--- src/rtl/zx_video_capture.sv ---
// ZX Spectrum RGBI capture front-end: sync filtering, line/frame tracking, pixel packing and lock detection.
// Optional build macro CAP_GATE_LOCK_EN suppresses SRAM write strobes while line timing is unlocked.
module zx_video_capture #(
    parameter int H_OFFSET   = 64,
    parameter int H_ACTIVE   = 512,
    parameter int SYNC_FILT  = 3,
    parameter int LINE_MIN   = 880,
    parameter int LINE_MAX   = 912,
    parameter int LOCK_LINES = 16
) (
    input  logic        pix_clk,
    input  logic        rst_n,
    input  logic        zx_r,
    input  logic        zx_g,
    input  logic        zx_b,
    input  logic        zx_i,
    input  logic        zx_hsync,
    input  logic        zx_vsync,
    output logic        wr_en,
    output logic [16:0] wr_addr,
    output logic [7:0]  wr_data,
    output logic        line_start,
    output logic        frame_start,
    output logic        locked,
    output logic [9:0]  line_len
);

    localparam logic [10:0] H_BEG_C    = 11'(H_OFFSET);
    localparam logic [10:0] H_END_C    = 11'(H_OFFSET + H_ACTIVE);
    localparam logic [8:0]  H_OFF9_C   = 9'(H_OFFSET);
    localparam logic [2:0]  FILT_C     = 3'(SYNC_FILT - 1);
    localparam logic [9:0]  LINE_MIN_C = 10'(LINE_MIN);
    localparam logic [9:0]  LINE_MAX_C = 10'(LINE_MAX);
    localparam logic [7:0]  LOCK_C     = 8'(LOCK_LINES);
    localparam logic [9:0]  H_SAT_C    = 10'd1023;
    localparam logic [8:0]  V_SAT_C    = 9'd511;
`ifdef CAP_GATE_LOCK_EN
    localparam logic        GATE_C     = 1'b1;
`else
    localparam logic        GATE_C     = 1'b0;
`endif

    // Sync path state (idle high)
    logic       hs_meta_q, hs_sync_q, hs_filt_q, hs_filt_d, hs_hist_q;
    logic       vs_meta_q, vs_sync_q, vs_filt_q, vs_filt_d, vs_hist_q;
    logic [2:0] hs_fcnt_q, hs_fcnt_d, vs_fcnt_q, vs_fcnt_d;
    logic       hs_fall_s, vs_fall_s;

    // Timing / capture state
    logic [3:0]  rgbi_q, lo_q, lo_d;
    logic [9:0]  h_cnt_q, h_cnt_d;
    logic [8:0]  v_cnt_q, v_cnt_d;
    logic        vs_pend_q, vs_pend_d;
    logic [7:0]  good_cnt_q, good_cnt_d, good_next_s;
    logic        seen_q, seen_d;
    logic        wr_en_q, wr_en_d;
    logic [16:0] wr_addr_q, wr_addr_d;
    logic [7:0]  wr_data_q, wr_data_d;
    logic        line_start_q, line_start_d;
    logic        frame_start_q, frame_start_d;
    logic        locked_q, locked_d;
    logic [9:0]  line_len_q, line_len_d;
    logic [9:0]  len_s;
    logic [8:0]  pix_s;
    logic        in_win_s;

    // Synchronizers, filtered levels and edge history
    always_ff @(posedge pix_clk or negedge rst_n) begin
        if (!rst_n) begin
            hs_meta_q <= 1'b1;
            hs_sync_q <= 1'b1;
            hs_filt_q <= 1'b1;
            hs_hist_q <= 1'b1;
            hs_fcnt_q <= 3'd0;
            vs_meta_q <= 1'b1;
            vs_sync_q <= 1'b1;
            vs_filt_q <= 1'b1;
            vs_hist_q <= 1'b1;
            vs_fcnt_q <= 3'd0;
            rgbi_q    <= 4'd0;
        end else begin
            hs_meta_q <= zx_hsync;
            hs_sync_q <= hs_meta_q;
            hs_filt_q <= hs_filt_d;
            hs_hist_q <= hs_filt_q;
            hs_fcnt_q <= hs_fcnt_d;
            vs_meta_q <= zx_vsync;
            vs_sync_q <= vs_meta_q;
            vs_filt_q <= vs_filt_d;
            vs_hist_q <= vs_filt_q;
            vs_fcnt_q <= vs_fcnt_d;
            rgbi_q    <= {zx_r, zx_g, zx_b, zx_i};
        end
    end

    // Glitch filter: level follows only after SYNC_FILT consecutive differing samples
    always_comb begin
        hs_filt_d = hs_filt_q;
        hs_fcnt_d = 3'd0;
        vs_filt_d = vs_filt_q;
        vs_fcnt_d = 3'd0;
        if (hs_sync_q != hs_filt_q) begin
            if (hs_fcnt_q == FILT_C) begin
                hs_filt_d = hs_sync_q;
            end else begin
                hs_fcnt_d = hs_fcnt_q + 3'd1;
            end
        end else begin
            hs_fcnt_d = 3'd0;
        end
        if (vs_sync_q != vs_filt_q) begin
            if (vs_fcnt_q == FILT_C) begin
                vs_filt_d = vs_sync_q;
            end else begin
                vs_fcnt_d = vs_fcnt_q + 3'd1;
            end
        end else begin
            vs_fcnt_d = 3'd0;
        end
    end

    assign hs_fall_s = hs_hist_q & ~hs_filt_q;
    assign vs_fall_s = vs_hist_q & ~vs_filt_q;

    // Line/frame counters, pixel packing and lock tracking
    always_comb begin
        h_cnt_d       = (h_cnt_q == H_SAT_C) ? h_cnt_q : h_cnt_q + 10'd1;
        v_cnt_d       = v_cnt_q;
        vs_pend_d     = vs_pend_q;
        good_cnt_d    = good_cnt_q;
        seen_d        = seen_q;
        lo_d          = lo_q;
        wr_en_d       = 1'b0;
        wr_addr_d     = wr_addr_q;
        wr_data_d     = wr_data_q;
        line_start_d  = 1'b0;
        frame_start_d = 1'b0;
        locked_d      = locked_q;
        line_len_d    = line_len_q;
        len_s         = (h_cnt_q == H_SAT_C) ? H_SAT_C : h_cnt_q + 10'd1;
        good_next_s   = (good_cnt_q >= LOCK_C) ? LOCK_C : good_cnt_q + 8'd1;
        pix_s         = h_cnt_q[8:0] - H_OFF9_C;
        in_win_s      = ({1'b0, h_cnt_q} >= H_BEG_C) && ({1'b0, h_cnt_q} < H_END_C);

        if (hs_fall_s) begin
            h_cnt_d      = 10'd0;
            line_start_d = 1'b1;
            seen_d       = 1'b1;
            if (vs_pend_q || vs_fall_s) begin
                v_cnt_d       = 9'd0;
                vs_pend_d     = 1'b0;
                frame_start_d = 1'b1;
            end else begin
                v_cnt_d = (v_cnt_q == V_SAT_C) ? v_cnt_q : v_cnt_q + 9'd1;
            end
            // The stretch before the first edge after reset is not a real line.
            if (seen_q) begin
                line_len_d = len_s;
                if ((len_s >= LINE_MIN_C) && (len_s <= LINE_MAX_C)) begin
                    good_cnt_d = good_next_s;
                    locked_d   = (good_next_s == LOCK_C);
                end else begin
                    good_cnt_d = 8'd0;
                    locked_d   = 1'b0;
                end
            end else begin
                line_len_d = line_len_q;
            end
        end else begin
            if (vs_fall_s) begin
                vs_pend_d = 1'b1;
            end else begin
                vs_pend_d = vs_pend_q;
            end
            if (h_cnt_d == H_SAT_C) begin
                good_cnt_d = 8'd0;
                locked_d   = 1'b0;
            end else begin
                good_cnt_d = good_cnt_q;
            end
            if (seen_q && in_win_s) begin
                if (!pix_s[0]) begin
                    lo_d = rgbi_q;
                end else begin
                    wr_en_d   = ~GATE_C | locked_q;
                    wr_data_d = {rgbi_q, lo_q};
                    wr_addr_d = {v_cnt_q, pix_s[8:1]};
                end
            end else begin
                lo_d = lo_q;
            end
        end
    end

    // Datapath and output registers
    always_ff @(posedge pix_clk or negedge rst_n) begin
        if (!rst_n) begin
            h_cnt_q       <= 10'd0;
            v_cnt_q       <= 9'd0;
            vs_pend_q     <= 1'b0;
            good_cnt_q    <= 8'd0;
            seen_q        <= 1'b0;
            lo_q          <= 4'd0;
            wr_en_q       <= 1'b0;
            wr_addr_q     <= 17'd0;
            wr_data_q     <= 8'd0;
            line_start_q  <= 1'b0;
            frame_start_q <= 1'b0;
            locked_q      <= 1'b0;
            line_len_q    <= 10'd0;
        end else begin
            h_cnt_q       <= h_cnt_d;
            v_cnt_q       <= v_cnt_d;
            vs_pend_q     <= vs_pend_d;
            good_cnt_q    <= good_cnt_d;
            seen_q        <= seen_d;
            lo_q          <= lo_d;
            wr_en_q       <= wr_en_d;
            wr_addr_q     <= wr_addr_d;
            wr_data_q     <= wr_data_d;
            line_start_q  <= line_start_d;
            frame_start_q <= frame_start_d;
            locked_q      <= locked_d;
            line_len_q    <= line_len_d;
        end
    end

    assign wr_en       = wr_en_q;
    assign wr_addr     = wr_addr_q;
    assign wr_data     = wr_data_q;
    assign line_start  = line_start_q;
    assign frame_start = frame_start_q;
    assign locked      = locked_q;
    assign line_len    = line_len_q;

endmodule

--- config.mk ---
export PLATFORM = sky130hd
export DESIGN_NAME = zx_video_capture
export DESIGN_NICKNAME = d
export VERILOG_FILES = /design/src/rtl/zx_video_capture.sv
export SDC_FILE = /design/constraint.sdc
export NUM_CORES = 1
export LEC_CHECK = 0
export ABC_AREA = 1
export ABC_CLOCK_PERIOD_IN_PS = 2600
export BUFFER_PORTS_ARGS = -buffer_cell sky130_fd_sc_hd__buf_4
export CORE_MARGIN = 2
export CORE_UTILIZATION = 50
export CTS_CLUSTER_SIZE = 25
export DETAILED_ROUTE_END_ITERATION = 8
export GPL_TIMING_DRIVEN = 0
export PLACE_DENSITY = 0.7
export SETUP_SLACK_MARGIN = 0.4
export SYNTH_ARGS = -nofsm -noshare
export SYNTH_HDL_FRONTEND = slang
export SYNTH_SLANG_ARGS = --single-unit
--- constraint.sdc ---
create_clock -name pix_clk -period 2.6 [get_ports pix_clk]
set_input_delay 0.52 -clock pix_clk [delete_from_list [all_inputs] [get_ports pix_clk]]
set_output_delay 0.52 -clock pix_clk [all_outputs]
set_load 0.01 [all_outputs]
# Word-level counts from Yosys, hierarchy flattened
# Index checks and enable logic that the tools add are counted.
[word_totals]
reg_bits = 90
input_bits = 8
out_inout_bits = 39
word_cells = 93
[classes]
add_sub_neg = 6
n_eq_ne = 11
bitwise = 6
n_mux = 27
reduce_logical = 14
magnitude_cmp = 5
[op_table]
columns = ["cell", "count"]
rows = [
  ["8-bit two-way mux", 5],
  ["10-bit two-way mux", 3],
  ["10-bit == test (second input constant)", 2],
  ["9-bit two-way mux", 2],
  ["1-bit two-way mux", 13],
  ["3-bit two-way mux", 4],
  ["2-bit AND reduction", 6],
  ["10-bit by 1-bit adder with 10-bit output (second input constant)", 1],
  ["10-bit greater-or-equal comparator (second input constant)", 1],
  ["10-bit by 7-bit greater-or-equal comparator with 1-bit output (second input constant)", 1],
  ["10-bit <= comparator (second input constant)", 1],
  ["10-bit < comparator (second input constant)", 1],
  ["9-bit by 1-bit adder with 9-bit output (second input constant)", 1],
  ["9-bit == test (second input constant)", 1],
  ["9-bit by 7-bit subtractor with 9-bit output (second input constant)", 1],
  ["8-bit by 1-bit adder with 8-bit output (second input constant)", 1],
  ["8-bit by 5-bit == test with 1-bit output (second input constant)", 1],
  ["8-bit by 5-bit greater-or-equal comparator with 1-bit output (second input constant)", 1],
  ["3-bit by 1-bit adder with 3-bit output (second input constant)", 2],
  ["3-bit by 2-bit == test with 1-bit output (second input constant)", 2],
  ["3-bit AND reduction", 2],
  ["2-bit by 1-bit inequality test with 1-bit output (second input constant)", 2],
  ["1-bit NOT", 4],
  ["2-bit nonzero test", 2],
  ["5 further kinds", 9],
]

# Logic depth before layout (Yosys ltp)
[depth]
word_depth = 7
depth_mapped = 16

# Least setup slack after synthesis
# Ideal clock, no wire load.
[synth_path]
path_type = "register -> register"
from = "reg h_cnt_q[6]"
to = "reg good_cnt_q[4]"
setup_time_ns = 0.074
path_stages_with_launch = 16
setup_slack_ns = 0.496
t_required_ns = 2.526
period_less_slack_ns = 2.104
path_buffers = 2
arrival_time_ns = 2.030
path_cell_list = "dfrtp_1 -> ha_1 -> inv_1 -> nor2_2 -> nand3_4 -> buf_6 -> ha_1 -> nand2_1 -> a21oi_2 -> nand3_1 -> nor2_1 -> nand2_1 -> nand2_2 -> buf_6 -> nand2_1 -> o21ai_2"
[synth_between]
elab_chain_len = 7
elab_cells_between_ends = 13
[synth_lines]
columns = ["item", "line", "source"]
rows = [
  ["start, declared", "51", "logic [9:0] h_cnt_q, h_cnt_d;"],
  ["start signal, assigned", "212", "h_cnt_q <= h_cnt_d;"],
  ["10-bit by 1-bit adder with 10-bit output / 10-bit == test (equally long branches)", "127, 140", ""],
  ["10-bit two-way mux", "140", "len_s = (h_cnt_q == H_SAT_C) ? H_SAT_C : h_cnt_q + 10'd1;"],
  ["10-bit greater-or-equal comparator / 10-bit <= comparator (equally long branches)", "159", "if ((len_s >= LINE_MIN_C) && (len_s <= LINE_MAX_C)) begin"],
  ["1-bit logical AND", "159", ""],
  ["8-bit two-way mux", "159", ""],
  ["8-bit two-way mux", "157", "if (seen_q) begin"],
  ["8-bit two-way mux", "145", "if (hs_fall_s) begin"],
  ["end signal, assigned", "215", "good_cnt_q <= good_cnt_d;"],
  ["end, declared", "54", "logic [7:0] good_cnt_q, good_cnt_d, good_next_s;"],
]
# Parallel ways exist; a longest one is shown, timed or not. The select of a mux whose other input is x is not followed.
# A chain may end at the register's enable or synchronous reset.

# Worst setup path after layout
[layout_path]
from = "reg h_cnt_q[1]"
to = "reg good_cnt_q[0]"
# Same word-level chain as after synthesis.

==> results.ini <==
[layout]
nets=523
drive_gt1_share_pct=23.5
final_cells=612
fillers=652
antenna_cells=0
layout-area-overhead-vs-synth_pct=23.4

[power_and_ir_drop]
p_leak_nw=2.38
max-vdd-ir-drop_mv=0.587
power.density_mw_per_mm2=759

[synth]
synth_top_family_by_area=simple AND/OR/NAND/NOR gates
synth_xor_xnor_area_share_pct=1.34
synth_ff_type=dfrtp_1
synth.most_common_cell=nand2_1
synth-seq-cells=90
synth_seq_area_share_pct=57.7
yosys_warnings=0
netlist_top_cells_count=102 x nand2_1, 82 x dfrtp_1, 60 x inv_1
synthSimpleGateAreaFrac_pct=21.2
async_flop_share_pct=100
netlist_instances=433
synth_compound_area_share_pct=8.91
synth_top_area_cell=dfrtp_1
syn_area_sq_mm=0.00392
ys_types=34
synth_top_area_share_pct=52.4
synth_area_leaders=dfrtp_1 52%, nand2_1 9.8%, inv_1 5.7%
avgSynthCellArea_sq_um=9.05
synth.area.mux_share_pct=0.511
synth_nets=451
synth_edf_count=0
synth_fa_ha_area_share_pct=3.19

[routing]
drt_iter0_markers=204
drc_errors=0
avgRoutedWirePerCell_microns=12.8
antenna_left=0
drt_first_pass_iters=4
wirelength_microns=7850
vias=3050
vias_per_cell=4.98

[grt]
antenna_found_initial=0
grt_pass1_vias=3062
met2_usage_pct=32.4
grt_max_degree=91
grt_use_met1_pct=26.3
busiest_layer=met2
grt_first_pass_wirelength_microns=13600
grt.total_usage_pct=19.8
overflow=0
gr-usage-met3_pct=4.31

[timing]
min_period_ns=2.10
tightest_slew_ns=1.07
period_share_pct=80.6
rsz0062_at_grt=true
setup_viol=0
holdWs_ns=0.268
hold_viol_final=0
fmax_mhz=477
slew_violations=0
fin_skew_ns=0.0120
setup_tns_ns=0
slew_headroom_pct=28.4

[die]
die_area_sq_mm=0.00856
fp.dieW_microns=92.5
ios=47
fp.dieH_microns=92.5
start_util_pct=51.2
rows=32
coreArea_sq_mm=0.00765

[clocking]
cts.path.max_buffers=2
worstSkewPairLatency_ns=0.35
root_buffer=clkbuf_8
cts_num_sinks=90
clk_pin_slew_worst_paths_ns=0.09
cts.hold.buffers_added=0
htreeDepth=3
cts_buffers=9
cts_tree=built

[critical_path]
crit_fanout=5
r2r-start=h_cnt_q[1]
r2r_slack_ns=0.50
startpoint=h_cnt_q[1]
cp-start-kind=flip-flop
r2r_cells=13
endpoint_kind=flip-flop
rr_endpoint=good_cnt_q[0]
cp.required_ns=2.84
critPathKind=flip-flop to flip-flop
worstPathArrival_ns=2.34

[worst_hold_path]
hp-start=zx_g
holdPathStages=1
min_to=rgbi_q[2]
hold_path_class=input port to flip-flop

[placed_design]
dp_hpwl_microns=5390
dp_cells=581
port_buffers=46
routabilityCongestion=0.864

[run_status]
status=finished, final reports clean

[run]
drv_cap=0

state kept, by name (all words and copies together) (netlist names), 3 cells and up:
signal and cells:
good_cnt_q 8, h_cnt_q 10, hs_fcnt_q 3, line_len 10
lo_q 4, rgbi_q 4, v_cnt_q 9, vs_fcnt_q 3
wr_addr 17, wr_data 8
power by group:
group / internal (mW) / switching [mW]
clock network: 0.449 / 0.489
registers: 1.61 / 0.133
logic: 0.370 / 0.622
routing by layer:
| metal | vias to the layer above | share of wire, % |
|---|---|---|
| li1 | 1521 | - |
| met1 | 1463 | 47 |
| met2 | 57 | 48 |
| met3 | 9 | 3.8 |
| met4 | 0 | 1.4 |
| met5 | - | 0 |
area by class of cell:
class                   instances  area [sq um]  share of cell area [%]
plain buffers                  10          61.3                    1.27
repair buffers                 61           458                    9.47
clock buffers                   9           124                    2.56
multi-input cells             273          1500                    31.0
flip-flops and latches         90          2270                    46.9
well taps                     102           128                    2.64
clock inverters                 7          75.1                    1.55
inverters                      60           225                    4.66
cell families (layout without fill, tap and decap cells):
group / count (synthesis) / count (layout)
muxes: 2 / 2
DFF: 90 / 90
xor gates and xnor gates: 6 / 6
AOI/OAI and AO/OA: 65 / 65
adders and majority gates: 10 / 10
and+or+nand+nor: 190 / 190
buffers and inverters: 70 / 147
worst max-delay path by stage:
stage / endpoint / slack [ns] / depth (start not counted)
3_5_place_dp: v_cnt_q[7] / 0.16 / 12
6_report: good_cnt_q[0] / 0.50 / 13
2_1_floorplan: good_cnt_q[4] / 0.50 / 15
3_3_place_gp: good_cnt_q[4] / 0.22 / 16
5_1_grt: locked / 0.31 / 15
4_1_cts: v_cnt_q[7] / 0.39 / 12
per-stage QoR:
step	worst slack, ns	power, mW	instance area, sq um	utilization, %
finish	0.505	3.67	4840	63.2
global route	0.305	3.93	4840	63.2
CTS	0.387	3.63	4670	61.0
detailed placement	0.159	2.64	4390	57.4
global placement	0.215	2.61	4390	57.4
floorplan	0.496	2.34	3920	-
cells in the final DEF, fill, tap and decap left out, types with 3 or more instances in the layout:
cell        instances
xnor2_1             4
nor3b_1             3
nor2_1             36
buf_4              61
ha_1                7
nor3_1              9
nor2_4              3
nand2_1           101
dfrtp_1            79
dfstp_2             8
dfrtp_2             3
clkbuf_8            9
clkinvlp_4          3
nand3_1            19
inv_1              58
o21ai_0            44
nand2_2             3
clkbuf_1            3
nand3_4             3
a21oi_1             8
nand4_1             3
what timing repair did:
item	in CTS	in global routing
setup buffers	6	8
pin swaps	1	9
cloned	0	1
gates resized for setup	9	27
endpoints found under the setup margin	14	38
endpoints found under the hold margin	0	0
critical path, cell delays in order, from the launching register on:
cell      delay [ns]
dfrtp_1         0.41
ha_4            0.17
nand2_4         0.06
nor2_4          0.12
nand3_4         0.09
buf_4           0.14
buf_4           0.14
nand3_1         0.17
o211ai_1        0.12
nor2_1          0.14
nand2_1         0.11
nand2_2         0.12
buf_4           0.14
o21ai_1         0.06
Note: power is estimated with default switching activity, not from simulation.
